===== src/rtl/square_wave_controller.sv =====
// Programmable square-wave burst sequencer with start/stop and busy/done handshake.
// Optional macro SQW_DUTY_EN adds a separate low_period input for arbitrary duty cycle.
module square_wave_controller #(
    parameter int unsigned CNT_W   = 16,
    parameter int unsigned BURST_W = 8
) (
    input  logic               clk,
    input  logic               rst,
    input  logic               start,
    input  logic               stop,
    input  logic [CNT_W-1:0]   half_period,
    input  logic [BURST_W-1:0] num_cycles,
`ifdef SQW_DUTY_EN
    input  logic [CNT_W-1:0]   low_period,
`endif
    output logic               signal,
    output logic               busy,
    output logic               done,
    output logic [BURST_W-1:0] cycle_count
);

    typedef enum logic [1:0] {
        IDLE = 2'd0,
        HIGH = 2'd1,
        LOW  = 2'd2
    } state_t;

    state_t             state_q, state_d;
    logic [CNT_W-1:0]   cnt_q, cnt_d;
    logic [CNT_W-1:0]   h_q, h_d;
    logic [CNT_W-1:0]   l_q, l_d;
    logic [BURST_W-1:0] n_q, n_d;
    logic [BURST_W-1:0] count_q, count_d;
    logic               signal_q, signal_d;
    logic               busy_q, busy_d;
    logic               done_q, done_d;
    logic               stop_pend_q, stop_pend_d;

    logic [CNT_W-1:0]   h_in;
    logic [CNT_W-1:0]   l_in;
    logic [BURST_W-1:0] count_inc;
    logic               last_period;

    // Phase lengths of zero are clamped to one clock.
    assign h_in = (half_period == '0) ? CNT_W'(1) : half_period;
`ifdef SQW_DUTY_EN
    assign l_in = (low_period == '0) ? CNT_W'(1) : low_period;
`else
    assign l_in = h_in;
`endif

    assign count_inc   = count_q + BURST_W'(1);
    assign last_period = ((n_q != '0) && (count_inc == n_q)) || stop_pend_q;

    always_ff @(posedge clk or posedge rst) begin
        if (rst) begin
            state_q     <= IDLE;
            cnt_q       <= '0;
            h_q         <= '0;
            l_q         <= '0;
            n_q         <= '0;
            count_q     <= '0;
            signal_q    <= 1'b0;
            busy_q      <= 1'b0;
            done_q      <= 1'b0;
            stop_pend_q <= 1'b0;
        end else begin
            state_q     <= state_d;
            cnt_q       <= cnt_d;
            h_q         <= h_d;
            l_q         <= l_d;
            n_q         <= n_d;
            count_q     <= count_d;
            signal_q    <= signal_d;
            busy_q      <= busy_d;
            done_q      <= done_d;
            stop_pend_q <= stop_pend_d;
        end
    end

    always_comb begin
        state_d     = state_q;
        cnt_d       = cnt_q;
        h_d         = h_q;
        l_d         = l_q;
        n_d         = n_q;
        count_d     = count_q;
        signal_d    = signal_q;
        busy_d      = busy_q;
        done_d      = 1'b0;
        stop_pend_d = stop_pend_q;

        case (state_q)
            IDLE: begin
                // Stop is ignored here, even alongside start.
                if (start) begin
                    h_d         = h_in;
                    l_d         = l_in;
                    n_d         = num_cycles;
                    cnt_d       = h_in - CNT_W'(1);
                    count_d     = '0;
                    signal_d    = 1'b1;
                    busy_d      = 1'b1;
                    stop_pend_d = 1'b0;
                    state_d     = HIGH;
                end
            end
            HIGH: begin
                stop_pend_d = stop_pend_q | stop;
                if (cnt_q == '0) begin
                    cnt_d    = l_q - CNT_W'(1);
                    signal_d = 1'b0;
                    state_d  = LOW;
                end else begin
                    cnt_d = cnt_q - CNT_W'(1);
                end
            end
            LOW: begin
                stop_pend_d = stop_pend_q | stop;
                if (cnt_q == '0) begin
                    count_d = count_inc;
                    if (last_period) begin
                        signal_d    = 1'b0;
                        busy_d      = 1'b0;
                        done_d      = 1'b1;
                        stop_pend_d = 1'b0;
                        state_d     = IDLE;
                    end else begin
                        cnt_d    = h_q - CNT_W'(1);
                        signal_d = 1'b1;
                        state_d  = HIGH;
                    end
                end else begin
                    cnt_d = cnt_q - CNT_W'(1);
                end
            end
            default: begin
                state_d = IDLE;
            end
        endcase
    end

    assign signal      = signal_q;
    assign busy        = busy_q;
    assign done        = done_q;
    assign cycle_count = count_q;

endmodule


===== config.mk =====
export PLATFORM = sky130hd
export DESIGN_NAME = square_wave_controller
export DESIGN_NICKNAME = d
export VERILOG_FILES = /design/src/rtl/square_wave_controller.sv
export SDC_FILE = /design/constraint.sdc
export NUM_CORES = 1
export LEC_CHECK = 0
export BUFFER_PORTS_ARGS = -buffer_cell sky130_fd_sc_hd__buf_2
export CAP_MARGIN = 20
export CORE_MARGIN = 3
export CORE_UTILIZATION = 38
export DETAILED_ROUTE_END_ITERATION = 16
export HOLD_SLACK_MARGIN = 0.06
export MAX_ROUTING_LAYER = met4
export SYNTH_ARGS = -nofsm -noshare
export SYNTH_HDL_FRONTEND = slang
export SYNTH_SLANG_ARGS = --single-unit

===== constraint.sdc =====
create_clock -name clk -period 3 [get_ports clk]
set_input_delay 0.15 -clock clk [delete_from_list [all_inputs] [get_ports clk]]
set_output_delay 0.15 -clock clk [all_outputs]
set_load 0.05 [all_outputs]

Yosys cells after proc, flatten, opt, wreduce, memory -nomap -nowiden
Index checks and enable logic that the tools add are counted.

word-level totals
  bits of input ports = 28
  flip-flop bits (word level) = 54
  logic and storage cells = 66
  output and inout bits = 11

cells by class
  bitwise logic cells = 1
  multiplexer cells = 29
  add/sub/neg operators = 4
  equal/unequal tests = 8
  reduce and logical (&&, ||, !) cells = 15

operators with widths
  cell                                                                  count
  16-bit 2-to-1 mux                                                     5
  16-bit one-hot mux with 3 select lines                                1
  16-bit by 1-bit subtractor with 16-bit output, second input constant  3
  16-bit zero test                                                      2
  8-bit 2-to-1 mux                                                      2
  8-bit one-hot mux with 2 select lines                                 1
  1-bit 2-to-1 mux                                                      13
  3-bit AND reduction                                                   3
  8-bit by 1-bit adder with 8-bit output, second input constant         1
  8-bit == test                                                         1
  2-bit != test, second input constant                                  4
  4-bit AND reduction                                                   2
  8-bit nonzero test                                                    1
  2-bit 2-to-1 mux                                                      3
  1-bit one-hot mux with 3 select lines                                 2
  2-bit one-hot mux with 3 select lines                                 1
  2-bit AND reduction                                                   2
  3-bit != test, second input constant                                  1
  3-bit nonzero test                                                    1
  2-bit by 1-bit == test with 1-bit output, second input constant       1
  2-bit == test, second input constant                                  1
  2-bit zero test                                                       1
  1-bit one-hot mux with 2 select lines                                 1
  2-bit nonzero test                                                    1
  other kinds (3)                                                       3

Longest topological paths before layout
Gate-level depths: netlist of the first run.

  depth after elaboration = 7
  mapped depth = 14

Worst setup path before layout of the first run
OpenSTA, ideal clock, no wires.

  kind = register -> register
  start = register state_q[0]
  end = register cnt_q[6]
  arrival time = 2698 ps
  setup slack = 178 ps
  stages on the path, launching flop included = 15
  library setup time = 125 ps
  path buffers = 4
  path through = dfrtp_1 inv_1 ha_1 clkbuf_8 clkbuf_8 clkbuf_1 buf_1 nand2_1 o21ai_0 ha_1 o21ai_0 nor2b_1 a221o_1 nand2_1 mux2_2

on the way
  cells in the longest elaborated chain, start to end = 3
  elaborated cells between the ends (all ways) = 8
  those cells by class = eq/ne: 4; mux: 1; reduce/logical: 3

RTL lines
  element                                          line  RTL
  from (decl)                                      28    state_t state_q, state_d;
  from (signal assigned)                           68    state_q <= state_d;
  2-bit == test (tied with other cells)            93    case (state_q)
  3-bit != test (no line) (tied with other cells)  --
  3-bit AND reduction (no line)                    --
  to (signal assigned)                             69    cnt_q <= cnt_d;
  to (decl)                                        29    logic [CNT_W-1:0] cnt_q, cnt_d;

Parallel ways exist; a longest one is shown, timed or not.
A chain may end at the register's enable or synchronous reset.

Worst setup path in the final report of the first run
  start = register state_q[1]
  end = register cnt_q[15]

The elaborated chain is that of the path after synthesis.

==> results of run 1 <==
-- final cells by class --
type	instances	area, um^2
clock buffers	7	86.3
clock inverters	1	5.00
fillers	810	4550
inverters	5	18.8
multi-input cells	266	1790
flip-flops and latches	54	1350
well taps	105	131
repair buffers	58	360
-- cells by family (layout without fill, tap and decap cells) --
logic type      count (synthesis)  after routing  synth area share [%]
flops                          54             54                  41.1
compound gates                 92             92                  19.0
mux                            33             33                  11.2
simple gates                  114            114                  16.5
buf+inv                        24             71                  4.27
fa+ha+maj                       6              6                  2.29
xor+xnor                       21             21                  5.60
-- flip-flops by register name (all words and copies together), names as in the netlist --
register and flops:
n_q 8, signal 1, cycle_count 8, stop_pend_q 1, cnt_q 16, done 1, state_q 2, busy 1
l_q 16
-- cell usage in the layout (no fill, tap or decap), types with 5 or more instances in the layout --
| master | count |
|---|---|
| xor2_1 | 7 |
| buf_2 | 38 |
| a22o_1 | 8 |
| dlygate4sd3_1 | 8 |
| nand3_1 | 8 |
| dfrtp_1 | 54 |
| buf_4 | 12 |
| a21o_1 | 7 |
| or3_1 | 5 |
| nor3_1 | 14 |
| xnor2_1 | 14 |
| clkbuf_8 | 6 |
| o21ai_0 | 26 |
| nor2_1 | 29 |
| nand2_1 | 33 |
| nor2b_1 | 5 |
| nor4_1 | 5 |
| a21oi_1 | 26 |
| mux2_2 | 29 |
| ha_1 | 6 |
-- layer usage --
layer / vias to the layer above / GRT usage, % / wire length, um
li1: 1327 / - / -
met1: 1280 / 22.5 / 3670
met2: 58 / 26.1 / 3590
met3: 10 / 2.90 / 270
met4: 0 / 5.57 / 123
met5: - / - / 0
-- metrics by stage --
| step | util [%] | setup slack, ns | hold WS (ns) |
|---|---|---|---|
| 3_5_place_dp | 43.1 | 0.236 | 0.328 |
| 3_3_place_gp | 43.1 | 0.286 | 0.323 |
| 4_1_cts | 45.1 | 0.375 | 0.0600 |
| 6_report | 45.1 | 0.391 | 0.0686 |
| 2_1_floorplan | - | 0.178 | 0.301 |
| 5_1_grt | 45.1 | 0.174 | 0.0685 |
-- power breakdown --
| part | total [mW] | leakage (nW) | switching (mW) | internal, mW |
|---|---|---|---|---|
| clock | 0.430 | 0.0482 | 0.243 | 0.187 |
| combinational | 1.35 | 0.904 | 0.723 | 0.623 |
| sequential | 1.26 | 0.656 | 0.237 | 1.03 |
-- worst paths after layout --
kind | endpoint | slack (ns) | cells past startpoint
setup / recovery | cnt_q[15]$_DFFE_PP0P_ | 0.39 | 9
hold / removal | n_q[1]$_DFFE_PP0P_ | 0.07 | 2
setup reg to reg | cnt_q[15]$_DFFE_PP0P_ | 0.39 | 9
hold reg to reg | signal$_DFFE_PP0P_ | 0.49 | 2
max in group asynchronous | l_q[1]$_DFFE_PP0P_ | 1.74 | 4
min in group asynchronous | cnt_q[4]$_DFFE_PP0P_ | 0.51 | 3
==> key figures, run 1 <==
Run status
  • Status: finished clean

Yosys
  • Post-synth top area cell: dfrtp_1
  • Ys flop type: dfrtp_1
  • Register bit total from synthesis: 54
  • Synth top area cells: dfrtp_1 41%, mux2_2 9.9%, a21oi_1 4.0%
  • Synth Instances: roughly 340
  • Yosys cell types: 53
  • Most common cell in the netlist: dfrtp_1
  • Syn nets: between 300 and 400
  • YS warnings: 0
  • EDFF count, synth: 0
  • Area share of the largest cell type after synthesis: just over 40%
  • Share of flip-flops with an asynchronous set or reset: between 90% and 100%
  • Commonest cells post-synth: 54 x dfrtp_1, 33 x nand2_1, 29 x mux2_2, 29 x nor2_1
  • Syn_area_per_cell: 9.55 um^2
  • Seq/Total Area, Yosys: 41.1%
  • Mapped Area: between 3000 and 4000 um^2

Drt
  • DRT iter0 DRCs: about 150
  • Vias: roughly 2700
  • Wirelength per Cell: 15.4 um
  • Antenna Nets Post-Route: 0
  • Drc violations: 0
  • Via-to-Cell Ratio: 5.39
  • WL final: 7.65 mm
  • DR pass1 iterations: 4

Global route
  • GRT overflow: 0
  • Vias in the first global route: between 2000 and 3000
  • Initial antenna violation count: 0
  • Largest net degree at the start of global routing: 36
  • First-pass GRT wire length: roughly 13 mm
  • GRT Total Usage: between 10% and 20%

Die
  • # rows: 33
  • Die Y: ~99 um
  • Core footprint: slightly above 8000 um^2
  • Starting Density: between 30 and 40%
  • Top-Level Pins: 39
  • Chip Width: between 90 and 100 um
  • Die Footprint: approximately 9800 um^2

Critical path
  • Crit path launch: state_q[1]$_DFFE_PP0P_
  • Worst path bufs/invs: 2
  • Max FO, Critical Path: 26
  • Crit path max-delay family: compound AO/OA/AOI/OAI gates
  • Critical path arrival: ~2.8 ns
  • Worst EP required: around 3.2 ns
  • Largest stage delay on the critical path: roughly 0.45 ns
  • Highest-delay cell along the critical path: a2111oi_2
  • Critical R2R Launch: state_q[1]$_DFFE_PP0P_
  • Worst-path cell chain: inv_1 > ha_1 > buf_4 > a21oi_1 > a2111oi_2 > nand3_1 > nor4_2 > xnor2_1 > o21ai_1
  • Startpoint class of the critical path: register
  • Kind of critical path: reg -> reg
  • Endpoint class of the critical path: register

Clocking
  • Clk pin slew, worst setup/hold paths: approximately 0.09 ns
  • Insertion delay to the later sink of the worst-skew pair: about 0.32 ns
  • CTS Hold Buffers Added: 8
  • CTS tree: done
  • # H-tree levels: 2
  • Sink Count: 54
  • Setup Fix Bufs, Post-CTS: 0
  • Post_cts resized: 0
  • Clock root buffer: clkbuf_8
  • Clock Path Buffers: 2
  • CTS Buf Count: 5

Timing
  • Worst slew pin tran: around 0.74 ns
  • Final Hold Fails: 0
  • Max Fclk: roughly 380 MHz
  • Crit path time final: ~2.6 ns
  • Max Clock Skew: ~0.017 ns
  • Final setup violation count: 0
  • RSZ-0062 raised after global routing: no
  • Setup TNS: 0 ns
  • Max-slew headroom: between 50 and 60%
  • Final period util: around 87%
  • Max-slew violation count: 0

Placed design
  • Post-Place Cells: 480
  • Final RePlAce weighted congestion: 0.867
  • Dpl hpwl: around 5.7 mm
  • I/O Buffers: 38
  • DP Area: 3570 um^2

Final layout
  • Cell Count, Final, Fillers Out: between 400 and 500
  • Fin area: about 3700 um^2
  • Antenna diodes: 0
  • Area grow syn2layout: 14.1%
  • Layout net count: 424
  • Layout cell share with drive strength beyond 1: around a quarter

Hold path
  • Hold wc startpoint: num_cycles[1]
  • Worst hold path type: in -> reg

Pwr
  • Power Dens Cells: 812 nW/um^2
  • Total power: 3.04 mW
  • Peak supply drop: 0.335 mV
  • Cell leakage power: ~1.6 nW

Run
  • Maxcap violations: 0
No activity file was read; power rests on OpenSTA's default activity.
==> inputs of run 2 (changes only) <==
--- a/config.mk
+++ b/config.mk
@@ -10,8 +10,10 @@
 export CORE_MARGIN = 3
 export CORE_UTILIZATION = 38
 export DETAILED_ROUTE_END_ITERATION = 16
+export GPL_ROUTABILITY_DRIVEN = 1
 export HOLD_SLACK_MARGIN = 0.06
 export MAX_ROUTING_LAYER = met4
+export PLACE_DENSITY = 0.55
 export SYNTH_ARGS = -nofsm -noshare
 export SYNTH_HDL_FRONTEND = slang
 export SYNTH_SLANG_ARGS = --single-unit
==> key figures, run 2 (same netlist as run 1, synthesis figures left out) <==
Clocking
  • Clk pin slew, worst setup/hold paths: 0.09 ns (about the same)
  • Post_cts resized: 0 (unchanged)
  • # H-tree levels: 2 (unchanged)
  • CTS Hold Buffers Added: 2 (-6)
  • Clock root buffer: clkbuf_8
  • Insertion delay to the later sink of the worst-skew pair: 0.30 ns (-0.02 ns)
  • CTS tree: done
  • Sink Count: 54 (unchanged)
  • Setup Fix Bufs, Post-CTS: 0 (unchanged)
  • Clock Path Buffers: 2 (unchanged)
  • CTS Buf Count: 5 (unchanged)

Run status
  • Status: finished clean

Final layout
  • Antenna diodes: 0 (unchanged)
  • Cell Count, Final, Fillers Out: 491 (-1.0%)
  • Largest registers: cnt_q (16), l_q (16)
  • FF+latch area: 1350 um^2 (unchanged)
  • Final core occ: 44.7% (-0.42 points)
  • Fin area: 3710 um^2 (-0.94%)
  • Commonest non-fill, non-tap cell in the layout: dfrtp_1
  • Commonest cells after routing, fill and taps aside: 54 x dfrtp_1, 38 x buf_2, 33 x nand2_1, 29 x mux2_2, 29 x nor2_1
  • Area grow syn2layout: 13.0%
  • FILL cells: 823 (+1.6%)
  • Layout cell share with drive strength beyond 1: 26.4% (+0.34 points)
  • Layout net count: 420 (-0.94%)
  • Area of the multi-input gates: 1790 um^2 (unchanged)

Drt
  • Antenna Nets Post-Route: 0 (unchanged)
  • Drc violations: 0 (unchanged)
  • WL final: 7.88 mm (+3.0%)
  • Vias: 2663 (-0.45%)
  • Wirelength per Cell: 16.1 um (+4.1%)
  • DRT iter0 DRCs: 116 (-25%)
  • DR pass1 iterations: 4 (unchanged)
  • Via-to-Cell Ratio: 5.42 (+0.57%)

Timing
  • Worst slew pin tran: 0.666 ns (-0.0762 ns)
  • Max Fclk: 361 MHz (-5.7%)
  • Final setup violation count: 0 (unchanged)
  • Max-slew violation count: 0 (unchanged)
  • Final Hold Fails: 0 (unchanged)
  • Max Clock Skew: 0.00641 ns (-0.0110 ns)
  • RSZ-0062 raised after global routing: no
  • Crit path time final: 2.77 ns (+0.157 ns)
  • Final period util: 92.2% (+5.2 points)
  • PnR worst setup slack: 0.234 ns (-0.157 ns)
  • Setup TNS: 0 ns (unchanged)
  • Max-slew headroom: 55.5% (+5.0 points)

Placed design
  • Post-Place Cells: 482 (+0.42%)
  • Pre-CTS setup slack: 0.272 ns (+0.0361 ns)
  • Final RePlAce weighted congestion: 0.896 (+3.3%)
  • I/O Buffers: 38 (unchanged)
  • DP Area: 3610 um^2 (+1.1%)
  • Dpl hpwl: 5.97 mm (+5.0%)

Critical path
  • Crit path max-delay family: simple AND/OR/NAND/NOR gates
  • Kind of critical path: reg -> reg
  • Endpoint class of the critical path: register
  • Worst path bufs/invs: 1 (-1)
  • Highest-delay cell along the critical path: a2111oi_2
  • Largest stage delay on the critical path: 0.48 ns (+0.03 ns)
  • Worst-path cell chain: inv_1 > ha_1 > nor4_1 > a21oi_1 > a2111oi_2 > nand3_1 > nor4_2 > xnor2_1 > o21ai_1
  • Startpoint class of the critical path: register
  • Critical path arrival: 2.96 ns (+0.16 ns)
  • Worst EP required: 3.20 ns (about the same)
  • Max FO, Critical Path: 11 (-58%)

Pwr
  • Cell leakage power: 1.59 nW (-0.92%)
  • Power Dens Cells: 825 nW/um^2 (+1.6%)
  • Peak supply drop: 0.408 mV (+22%)

Global route
  • Vias in the first global route: 2607 (-1.2%)
  • First-pass GRT wire length: 13.1 mm (+0.42%)
  • GRT Total Usage: 17.2% (+0.33 points)
  • Largest net degree at the start of global routing: 38 (+5.6%)
  • GRT overflow: 0 (unchanged)
  • Initial antenna violation count: 0 (unchanged)

Die
  • Top-Level Pins: 39 (unchanged)
  • Starting Density: 39.6% (unchanged)
  • Core footprint: 8300 um^2 (unchanged)
  • # rows: 33 (unchanged)
  • Die Footprint: 9800 um^2 (unchanged)
  • Chip Width: 99.0 um (unchanged)
  • Die Y: 99.0 um (unchanged)

Run
  • Maxcap violations: 0 (unchanged)

Hold path
  • Worst hold path type: in -> reg
==> run 2: path summary, 6_finish.rpt <==
| check | start | slack [ns] | endpoint | depth (start not counted) |
|---|---|---|---|---|
| setup / recovery | state_q[0]$_DFFE_PP0P_ | 0.23 | cnt_q[15]$_DFFE_PP0P_ | 9 |
| hold / removal | num_cycles[1] | 0.07 | n_q[1]$_DFFE_PP0P_ | 2 |
| setup reg to reg | state_q[0]$_DFFE_PP0P_ | 0.23 | cnt_q[15]$_DFFE_PP0P_ | 9 |
| hold reg to reg | signal$_DFFE_PP0P_ | 0.48 | signal$_DFFE_PP0P_ | 2 |
| max in group asynchronous | rst | 1.81 | cnt_q[12]$_DFFE_PP0P_ | 4 |
| min in group asynchronous | rst | 0.38 | cnt_q[8]$_DFFE_PP0P_ | 3 |
==> run 2: area by class of cell <==
cell class | instances | area share, %
timing repair buffer | 54 | 9.17
multi-input combinational | 266 | 48.3
clock buffer | 7 | 2.06
sequential | 54 | 36.4
inverter | 5 | 0.506
tap | 105 | 3.54
==> run 2: per-stage QoR <==
step / total power, mW / hold WS (ns)
CTS: 3.10 / 0.0613
detailed placement: 2.69 / 0.166
floorplan: 2.32 / 0.301
global route: 3.31 / 0.0650
finish: 3.06 / 0.0719
global placement: 2.67 / 0.156
==> run 2: worst reg2reg max path: stages, from the launching register on <==
cell,delay [ns]
dfrtp_1,0.42
inv_1,0.08
ha_1,0.46
nor4_1,0.33
a21oi_1,0.11
a2111oi_2,0.48
nand3_1,0.23
nor4_2,0.31
xnor2_1,0.15
o21ai_1,0.07
==> run 2: power by group <==
| group | leakage, nW | switching, mW | total [mW] | internal, mW |
|---|---|---|---|---|
| Sequential | 0.656 | 0.254 | 1.28 | 1.03 |
| Combinational | 0.899 | 0.732 | 1.39 | 0.658 |
| Clock | 0.0383 | 0.228 | 0.390 | 0.162 |
==> run 2: metal layers <==
layer  GRT usage, %  wire length, um  share of wire (%)
met2           26.9             3740                 47
met3           2.76              387                4.9
met1           23.1             3660                 46
met5              -                0                  0
met4           5.15              100                1.3
